$ cat src/rtl/ab_burst_arbiter_pkg.sv
// ab_arb_pkg: state/owner types and default burst length shared by the burst arbiter files
package ab_arb_pkg;
  localparam int BURST_LEN_DEF = 4;
  typedef enum logic [2:0] {
    IDLE    = 3'd0,
    BURST_A = 3'd1,
    BURST_B = 3'd2,
    GAP_A   = 3'd3,
    GAP_B   = 3'd4
  } state_t;
  typedef enum logic {OWNER_A = 1'b0, OWNER_B = 1'b1} owner_t;
endpackage

$ cat src/rtl/ab_burst_arbiter_if.sv
// ab_burst_arbiter_if: requester/resource handshake bundle; master drives requests, slave is the arbiter
interface ab_burst_arbiter_if import ab_arb_pkg::*; #(
  parameter int BURST_LEN = BURST_LEN_DEF
);
  localparam int CNT_W = $clog2(BURST_LEN);
  logic req_a, req_b, beat_ack;
  logic gnt_a, gnt_b, last, busy, done_a, done_b, abort;
  logic [CNT_W-1:0] beat_idx;
  modport master (
    output req_a, req_b, beat_ack,
    input  gnt_a, gnt_b, beat_idx, last, busy, done_a, done_b, abort
  );
  modport slave (
    input  req_a, req_b, beat_ack,
    output gnt_a, gnt_b, beat_idx, last, busy, done_a, done_b, abort
  );
endinterface

$ cat src/rtl/ab_burst_arbiter_beat_counter.sv
// ab_beat_counter: beat index within a burst with increment, clear and last-beat detect
module ab_beat_counter import ab_arb_pkg::*; #(
  parameter int BURST_LEN = BURST_LEN_DEF,
  localparam int CNT_W = $clog2(BURST_LEN)
) (
  input  logic             clk,
  input  logic             reset,
  input  logic             inc,
  input  logic             clear,
  output logic [CNT_W-1:0] idx,
  output logic             last
);
  always_ff @(posedge clk or posedge reset)
    if (reset) idx <= '0;
    else if (clear) idx <= '0;
    else if (inc) idx <= idx + CNT_W'(1);
  assign last = idx == CNT_W'(BURST_LEN - 1);
endmodule

$ cat src/rtl/ab_burst_arbiter.sv
// ab_burst_arbiter: round-robin A/B arbiter granting whole BURST_LEN-beat bursts (Moore outputs).
// Define ARB_ABORT_EN to let a requester abandon its burst by dropping its request while stalled.
module ab_burst_arbiter import ab_arb_pkg::*; #(
  parameter int BURST_LEN = BURST_LEN_DEF
) (
  input logic clk,
  input logic reset,
  ab_burst_arbiter_if.slave bus
);
  localparam int CNT_W = $clog2(BURST_LEN);
  state_t state, state_d;
  owner_t last_owner;
  logic [CNT_W-1:0] idx;
  logic cnt_last, in_burst, fin, abort_go, to_gap, pick_a, abort_q;
  assign in_burst = state == BURST_A || state == BURST_B;
  assign fin = in_burst && bus.beat_ack && cnt_last;
`ifdef ARB_ABORT_EN
  assign abort_go = in_burst && !bus.beat_ack && !(state == BURST_A ? bus.req_a : bus.req_b);
`else
  assign abort_go = 1'b0;
`endif
  assign to_gap = fin || abort_go;
  assign pick_a = bus.req_a && (!bus.req_b || last_owner == OWNER_B);
  // GAP and any unused encoding fall back to IDLE
  always_comb begin
    state_d = state;
    if (state == IDLE) state_d = pick_a ? BURST_A : bus.req_b ? BURST_B : IDLE;
    else if (!in_burst) state_d = IDLE;
    else if (to_gap) state_d = state == BURST_A ? GAP_A : GAP_B;
  end
  always_ff @(posedge clk or posedge reset)
    if (reset) begin
      state      <= IDLE;
      last_owner <= OWNER_B;
      abort_q    <= 1'b0;
    end else begin
      state   <= state_d;
      abort_q <= abort_go;
      if (to_gap) last_owner <= state == BURST_A ? OWNER_A : OWNER_B;
    end
  ab_beat_counter #(.BURST_LEN(BURST_LEN)) u_cnt (
    .clk(clk),
    .reset(reset),
    .inc(in_burst && bus.beat_ack && !cnt_last),
    .clear(to_gap),
    .idx(idx),
    .last(cnt_last)
  );
  assign bus.gnt_a    = state == BURST_A;
  assign bus.gnt_b    = state == BURST_B;
  assign bus.beat_idx = idx;
  assign bus.last     = in_burst && cnt_last;
  assign bus.busy     = state != IDLE;
  assign bus.done_a   = state == GAP_A && !abort_q;
  assign bus.done_b   = state == GAP_B && !abort_q;
  assign bus.abort    = abort_q;
endmodule

$ cat src/flat_wrapper.sv
// flat-port wrapper written by rule: the top's interface ports become plain ports
module ab_burst_arbiter_flat import ab_arb_pkg::*;
#(
  parameter int BURST_LEN = BURST_LEN_DEF
)
  (clk, reset, bus_req_a, bus_req_b, bus_beat_ack, bus_gnt_a, bus_gnt_b, bus_beat_idx, bus_last, bus_busy, bus_done_a, bus_done_b, bus_abort);
  ab_burst_arbiter_if #(.BURST_LEN(BURST_LEN)) bus_i ();
  input logic clk;
  input logic reset;
  input wire logic [$bits(bus_i.req_a)-1:0] bus_req_a;
  input wire logic [$bits(bus_i.req_b)-1:0] bus_req_b;
  input wire logic [$bits(bus_i.beat_ack)-1:0] bus_beat_ack;
  output wire logic [$bits(bus_i.gnt_a)-1:0] bus_gnt_a;
  output wire logic [$bits(bus_i.gnt_b)-1:0] bus_gnt_b;
  output wire logic [$bits(bus_i.beat_idx)-1:0] bus_beat_idx;
  output wire logic [$bits(bus_i.last)-1:0] bus_last;
  output wire logic [$bits(bus_i.busy)-1:0] bus_busy;
  output wire logic [$bits(bus_i.done_a)-1:0] bus_done_a;
  output wire logic [$bits(bus_i.done_b)-1:0] bus_done_b;
  output wire logic [$bits(bus_i.abort)-1:0] bus_abort;
  assign bus_i.req_a = bus_req_a;
  assign bus_i.req_b = bus_req_b;
  assign bus_i.beat_ack = bus_beat_ack;
  assign bus_gnt_a = bus_i.gnt_a;
  assign bus_gnt_b = bus_i.gnt_b;
  assign bus_beat_idx = bus_i.beat_idx;
  assign bus_last = bus_i.last;
  assign bus_busy = bus_i.busy;
  assign bus_done_a = bus_i.done_a;
  assign bus_done_b = bus_i.done_b;
  assign bus_abort = bus_i.abort;
  ab_burst_arbiter #(.BURST_LEN(BURST_LEN)) u_core (.clk(clk), .reset(reset), .bus(bus_i));
endmodule
$ cat config.mk
export PLATFORM = sky130hd
export DESIGN_NAME = ab_burst_arbiter_flat
export DESIGN_NICKNAME = d
export VERILOG_FILES = /design/src/rtl/ab_burst_arbiter_pkg.sv /design/src/rtl/ab_burst_arbiter_if.sv /design/src/rtl/ab_burst_arbiter_beat_counter.sv /design/src/rtl/ab_burst_arbiter.sv /design/src/flat_wrapper.sv
export SDC_FILE = /design/constraint.sdc
export NUM_CORES = 1
export LEC_CHECK = 0
export BUFFER_PORTS_ARGS = -buffer_cell sky130_fd_sc_hd__buf_4
export CAP_MARGIN = 5
export CORE_AREA = 3 3 40 42
export CTS_BUF_LIST = sky130_fd_sc_hd__clkbuf_4 sky130_fd_sc_hd__clkbuf_8 sky130_fd_sc_hd__clkbuf_16
export CTS_CLUSTER_SIZE = 16
export DETAILED_ROUTE_END_ITERATION = 6
export DIE_AREA = 0 0 43 45
export GPL_TIMING_DRIVEN = 0
export SYNTH_ARGS = -nofsm -noshare
export SYNTH_HDL_FRONTEND = slang
export SYNTH_SLANG_ARGS = --single-unit
$ cat constraint.sdc
create_clock -name clk -period 1.29 [get_ports clk]
set_clock_uncertainty 0.15 [all_clocks]
set_input_delay 0.129 -clock clk [delete_from_list [all_inputs] [get_ports clk]]
set_output_delay 0.129 -clock clk [all_outputs]
set_load 0.02 [all_outputs]
==> results of run 1 <==
## critical path: cells and delay by family (launching register included)
| family | cells | cell delay [ns] |
|---|---|---|
| AO/OA/AOI/OAI | 1 | 0.21 |
| flip-flops | 1 | 0.43 |
| AND/OR/NAND/NOR | 2 | 0.33 |
| buffers and inverters | 1 | 0.12 |
## path summary, 6_finish.rpt
kind	slack, ns	from	to	depth (start not counted)
max	-0.33	u_core.state[1]	bus_last	4
min	0.01	bus_beat_ack	u_core.state[2]	3
max reg2reg	-0.27	u_core.state[1]	u_core.u_cnt.idx[1]	4
min reg2reg	0.35	u_core.last_owner	u_core.last_owner	2
max in group asynchronous	0.52	reset	u_core.last_owner	3
min in group asynchronous	0.20	reset	u_core.state[2]	3
## power by group through the flow
stage | clock [mW] | sequential (mW) | combinational, mW
6_report | 0.220 | 0.402 | 1.21
4_1_cts | 0.224 | 0.383 | 1.05
3_5_place_dp | 0 | 0.377 | 0.857
2_1_floorplan | 0 | 0.406 | 0.564
3_3_place_gp | 0 | 0.378 | 0.850
5_1_grt | 0.231 | 0.417 | 1.32
## metal layers
metal	vias up	routed length, um	share of wire (%)	GRT usage (%)
met5	-	0	0	0
li1	169	-	-	-
met4	0	7	0.75	1.81
met2	10	489	52	17.7
met3	2	74	7.9	5.98
met1	166	362	39	12.3
## timing repair
item / CTS / global route
endpoints found under the setup margin: 9 / 11
pin swaps: 4 / 5
buffers inserted: 4 / 3
hold buffers: 1 / 0
resized for setup: 11 / 10
endpoints found under the hold margin: 6 / 0
## Yosys cell counts
library cell	count
conb_1	1
and2_1	1
nor2_1	1
o21ai_0	1
or3_1	1
a21oi_1	1
o21bai_1	1
nor2b_1	2
a2111oi_1	1
and2b_1	1
mux2_2	2
a211oi_1	1
dfrtp_1	5
buf_6	1
o31ai_1	1
and3_1	1
dfstp_2	1
buf_4	2
xnor2_1	1
o21a_1	1
nand2_1	2
ha_1	1
inv_1	2
nor3b_2	1
a31oi_1	1
nor3b_1	2
## flip-flops by register name, indices dropped and copies added, names as in the netlist
register,cells
u_core.state,3
u_core.u_cnt.idx,2
u_core.last_owner,1
## per-stage QoR
stage	util (%)	TNS, ns
floorplan	-	-0.571
global placement	39.2	-0.749
detailed placement	39.2	-0.856
CTS	47.7	-2.56
global route	51.8	-2.51
finish	51.8	-2.12
## area by class of cell
type                            count  share of cell area, %
Timing Repair Buffer               20                   26.9
Buffer                              2                   2.82
Inverter                            2                   1.13
Multi-Input combinational cell     25                   38.3
Sequential cell                     6                   23.5
Tap cell                           15                   2.82
Clock buffer                        4                   4.51
## kinds of logic (layout without fill, tap and decap cells)
group | count (synthesis) | in the layout
AO/OA/AOI/OAI | 8 | 8
other | 1 | 1
flip-flops | 6 | 6
XOR/XNOR | 1 | 1
buffers and inverters | 5 | 28
multiplexers | 2 | 2
AND/OR/NAND/NOR | 12 | 12
adder cells (fa/ha/maj) | 1 | 1
==> results.md, run 1 <==
* Outcome: complete, but fails checks
* Failing checks: negative setup slack
* Mean routed wirelength per cell at ~13 um
* Drt total wl at ~930 um
* First-pass GRT wire length at about 1.5 mm
* Startpoint types: flip-flop
* H-tree depth at 1
* Overall die area at between 1500 and 2000 um^2
* Area Growth Syn to Fin at 81.6%
* Hold Worst Slack at 0.0104 ns
* Yosys Warn Count at 0
* Worst-path clk slew at 0.05 ns
* GRT Total Usage at a little over a tenth
* Final hold vios at 0
* CP endpoint kind: output port
* Clock root buffer master: clkbuf_4
* Adder-cell area share of the yosys netlist at roughly 3.4%
* Routed vias at approximately 350
* Crit Path Class: flip-flop to output port
* Final Instance Count excl. Fillers at 74
* FF+latch count, synth at 6
* Final worst slack at -0.328 ns
* Total of max-cap violations at 0
* Switching Fraction at between 30% and 40%
* Nets at 66
* Final ANT Viol Nets at 0
* Compound-Gate Fraction of Synth Area at ~15%
* Cts bufs inserted at 3
* Critical-path top delay cell: dfrtp_2
* GRT Residual Overflow at 0
* Die W at between 40 and 50 um
* Mapped Avg Cell Area at approximately 10 um^2
* Crit path largest cell delay at around 0.43 ns
* Antenna violations before repair at 0
* Max Slew Vio Count at 0
* Main combinational cell family by area after synthesis: simple AND/OR/NAND/NOR gates
* Multi-input logic area at around 260 um^2
* RSZ-0062 raised after global routing: true
* Switching pwr at ~0.69 mW
* Filler cell count at approximately 130
* Critical path arrival at 1.34 ns
* Layout cells sized above 1 at 76.3%
* Net Count, Synth at between 40 and 50
* Synth Area in Simple Gates at between 20% and 30%
* Post-Synth XOR/XNOR Area at approximately 2.4%
* Clock tree buffer depth at 2
* Synth area leader: dfrtp_1
* Latest clock arrival within the worst-skew pair at roughly 0.26 ns
* Port Buffers at 12
* Pwr dens at 2750 nW/um^2
* Final-report setup violation count at 8
* Pleak at between 0.3 and 0.4 nW
* Fin area at about 670 um^2
* Area contributors post-synth: dfrtp_1 (34%), dfstp_2 (7.2%), mux2_2 (6.1%)
* Internal cell power at 1.14 mW
* Initial drt markers at 2
* Post-layout power at ~1.8 mW
* TritonCTS clock tree: yes
* Placed insts at 63
* Syn Std Cell Area at about 370 um^2
* Die Ht at ~45 um
* Worst min path class: input pin to flip-flop
* Pre-CTS setup slack at -0.223 ns
* Cell Chain, Critical Path: nor2b_4 > and2b_2 > o21a_2 > buf_6
* Fin crit share at 125%
* Register Area at between 150 and 200 um^2
* Post-DP HPWL at about 570 um
* Final worst path period need at around 1.6 ns
* Peak VDD IR at 1300 uV
* Gate power share at about two thirds
* Sequential fraction of the synthesis area at 41.3%
* CTS sink count at 6
* Routability cong. at 0.726
* 1st-pass router iterations at 4
* Dpl cell area at about 500 um^2
* I/O pin count at 14
* Largest net degree at the start of global routing at 10
* Clock power share at a little under an eighth
* Sequential Power Share at 21.9%
* Post-synth cell types at 26
* Number of global-route vias before repair at approximately 340
* Commonest non-fill, non-tap cell in the layout: buf_4
* Maximum clock frequency at 0.618 GHz
* Post-synthesis mux area share at 6.14%
* Row cnt at 13
* Core box area at roughly 1300 um^2
* Starting Density at between 20% and 30%
* Synth top area share at 34.1%
* Detailed-route DRC error count at 0
* Worst EP required at just over 1 ns
* Commonest cells after routing, fill and taps aside: buf_4 (13), buf_6 (8), clkbuf_4 (4), dfrtp_2 (4)
* Crit Path Max Fanout at 4
* # diodes at 0
* Via/cell ratio at around 4.7
* Cells after Synth at 36
Note: power is estimated with default switching activity, not from simulation.
==> run 2: changes to the inputs <==
--- a/config.mk
+++ b/config.mk
@@ -13,6 +13,7 @@
 export DETAILED_ROUTE_END_ITERATION = 6
 export DIE_AREA = 0 0 43 45
 export GPL_TIMING_DRIVEN = 0
+export PLACE_DENSITY = 0.51
 export SYNTH_ARGS = -nofsm -noshare
 export SYNTH_HDL_FRONTEND = slang
 export SYNTH_SLANG_ARGS = --single-unit
==> results.md, run 2 (synthesis results as in run 1) <==
* Worst min path class: input pin to flip-flop
* Final hold vios at 0 (unchanged)
* Starting Density at 28.5% (unchanged)
* Final worst path period need at 1.60 ns (-0.0144 ns)
* TritonCTS clock tree: yes
* Final worst slack at -0.314 ns (+0.0144 ns)
* Die W at 43 um (unchanged)
* Critical path arrival at 1.32 ns (-0.02 ns)
* Total of max-cap violations at 0 (unchanged)
* GRT Residual Overflow at 0 (unchanged)
* Final-report setup violation count at 10 (+2)
* Placed insts at 63 (unchanged)
* Drt total wl at 1.19 mm (+28%)
* Row cnt at 13 (unchanged)
* Fin crit share at 124% (-1.1 points)
* Crit Path Max Fanout at 2 (-2)
* Top reg by flops: u_core.state
* Core box area at 1280 um^2 (unchanged)
* I/O pin count at 14 (unchanged)
* Regs by FF count: u_core.state (3), u_core.u_cnt.idx (2), u_core.last_owner (1)
* Number of global-route vias before repair at 361 (+6.8%)
* Worst EP required at 1.01 ns (about the same)
* Commonest non-fill, non-tap cell in the layout: buf_4
* Max Slew Vio Count at 0 (unchanged)
* Worst-path clk slew at 0.04 ns (about the same)
* Hold Path Cell Cnt at 3 (unchanged)
* Pleak at 0.336 nW (+8.8%)
* Overall die area at 1940 um^2 (unchanged)
* Routed vias at 381 (+9.8%)
* Die Ht at 45 um (unchanged)
* RSZ-0062 raised after global routing: true
* Maximum clock frequency at 0.624 GHz (+0.90%)
* Layout cells sized above 1 at 76.6% (+0.29 points)
* 1st-pass router iterations at 4 (unchanged)
* CP endpoint kind: output port
* GRT Total Usage at 11.6% (+0.90 points)
* R2R cell count at 4 (unchanged)
* Cts bufs inserted at 3 (unchanged)
* # diodes at 0 (unchanged)
* Max reg flops at 3 (unchanged)
* Detailed-route DRC error count at 0 (unchanged)
* Clock root buffer master: clkbuf_4
* Register Area at 155 um^2 (-0.80%)
* Port Buffers at 12 (unchanged)
* Commonest cells after routing, fill and taps aside: buf_4 (16), buf_6 (10), clkbuf_4 (4), dfrtp_2 (3)
* Most used routing layer: met2
* First-pass GRT wire length at 1.66 mm (+14%)
* Clock tree buffer depth at 2 (unchanged)
* Failing checks: negative setup slack
* Peak VDD IR at 1490 uV (+15%)
* Pwr dens at 2740 nW/um^2 (-0.61%)
* Antenna violations before repair at 0 (unchanged)
* CTS sink count at 6 (unchanged)
* Multi-input logic area at 278 um^2 (+8.8%)
* Initial drt markers at 2 (unchanged)
* Largest net degree at the start of global routing at 10 (unchanged)
* Mean routed wirelength per cell at 15.1 um (+20%)
* Crit Path Class: flip-flop to output port
* Area Growth Syn to Fin at 99.7%
* Post-DP HPWL at 620 um (+8.6%)
* GR Util met3 at 6.77% (+0.80 points)
* TNS Setup at -2.18 ns (-0.0571 ns)
* Filler cell count at 105 (-16%)
* Final ANT Viol Nets at 0 (unchanged)
* Met2 Usage GRT at 17.1% (-0.60 points)
* Startpoint types: flip-flop
* Routability cong. at 0.768 (+5.8%)
* Via/cell ratio at 4.82 (+2.8%)
* Nets at 71 (+7.6%)
* Latest clock arrival within the worst-skew pair at 0.24 ns (-0.02 ns)
* H-tree depth at 1 (unchanged)
* Outcome: complete, but fails checks
* Met1 usage at 15.7% (+3.4 points)
* Final Instance Count excl. Fillers at 79 (+6.8%)
run 2: critical path, stage by stage (launching register included):
cell and delay [ns]:
dfrtp_1 0.40, nor2b_4 0.14, and2b_2 0.20, o21a_2 0.21
buf_6 0.12
run 2: final timing paths:
kind	from	end	slack (ns)
setup / recovery	u_core.state[1]	bus_last	-0.31
setup reg to reg	u_core.state[1]	u_core.u_cnt.idx[1]	-0.27
min in group asynchronous	reset	u_core.u_cnt.idx[0]	0.21
max in group asynchronous	reset	u_core.last_owner	0.52
hold / removal	bus_req_a	u_core.state[0]	0.05
hold reg to reg	u_core.last_owner	u_core.last_owner	0.36
run 2: timing repair:
| item | CTS | global route |
|---|---|---|
| hold buffers | 1 | 0 |
| buffers inserted | 5 | 7 |
| hold endpoints to repair | 6 | 0 |
| gates resized for setup | 14 | 10 |
| setup endpoints to repair | 9 | 12 |
| pin swaps | 3 | 9 |
run 2: report_power, final:
part           internal, mW  leakage, nW  switching (mW)  total (mW)
combinational         0.798        0.249           0.599        1.40
sequential            0.295       0.0686           0.104       0.399
clock                 0.138       0.0184          0.0695       0.208
run 2: stage by stage:
stage | instance area (um^2) | utilization, % | total power [mW] | hold WS, ns | setup WS, ns
2_1_floorplan | 395 | - | 0.970 | -0.231 | -0.135
3_3_place_gp | 504 | 39.2 | 1.22 | -0.0914 | -0.212
3_5_place_dp | 504 | 39.2 | 1.24 | -0.0787 | -0.216
4_1_cts | 636 | 49.5 | 1.75 | 0.0335 | -0.345
5_1_grt | 732 | 57.0 | 2.14 | 0.0613 | -0.367
6_report | 732 | 57.0 | 2.00 | 0.0524 | -0.314
run 2: layout make-up:
class | instances | share of cell area [%]
Buffer | 2 | 2.56
Clock buffer | 4 | 4.10
Inverter | 2 | 1.03
Multi-Input combinational cell | 25 | 37.9
Sequential cell | 6 | 21.2
Tap cell | 15 | 2.56
Timing Repair Buffer | 25 | 30.6
run 2: layer usage:
metal | up-vias | wire length (um)
li1 | 180 | -
met5 | - | 0
met1 | 182 | 484
met2 | 15 | 581
met3 | 4 | 89
met4 | 0 | 36
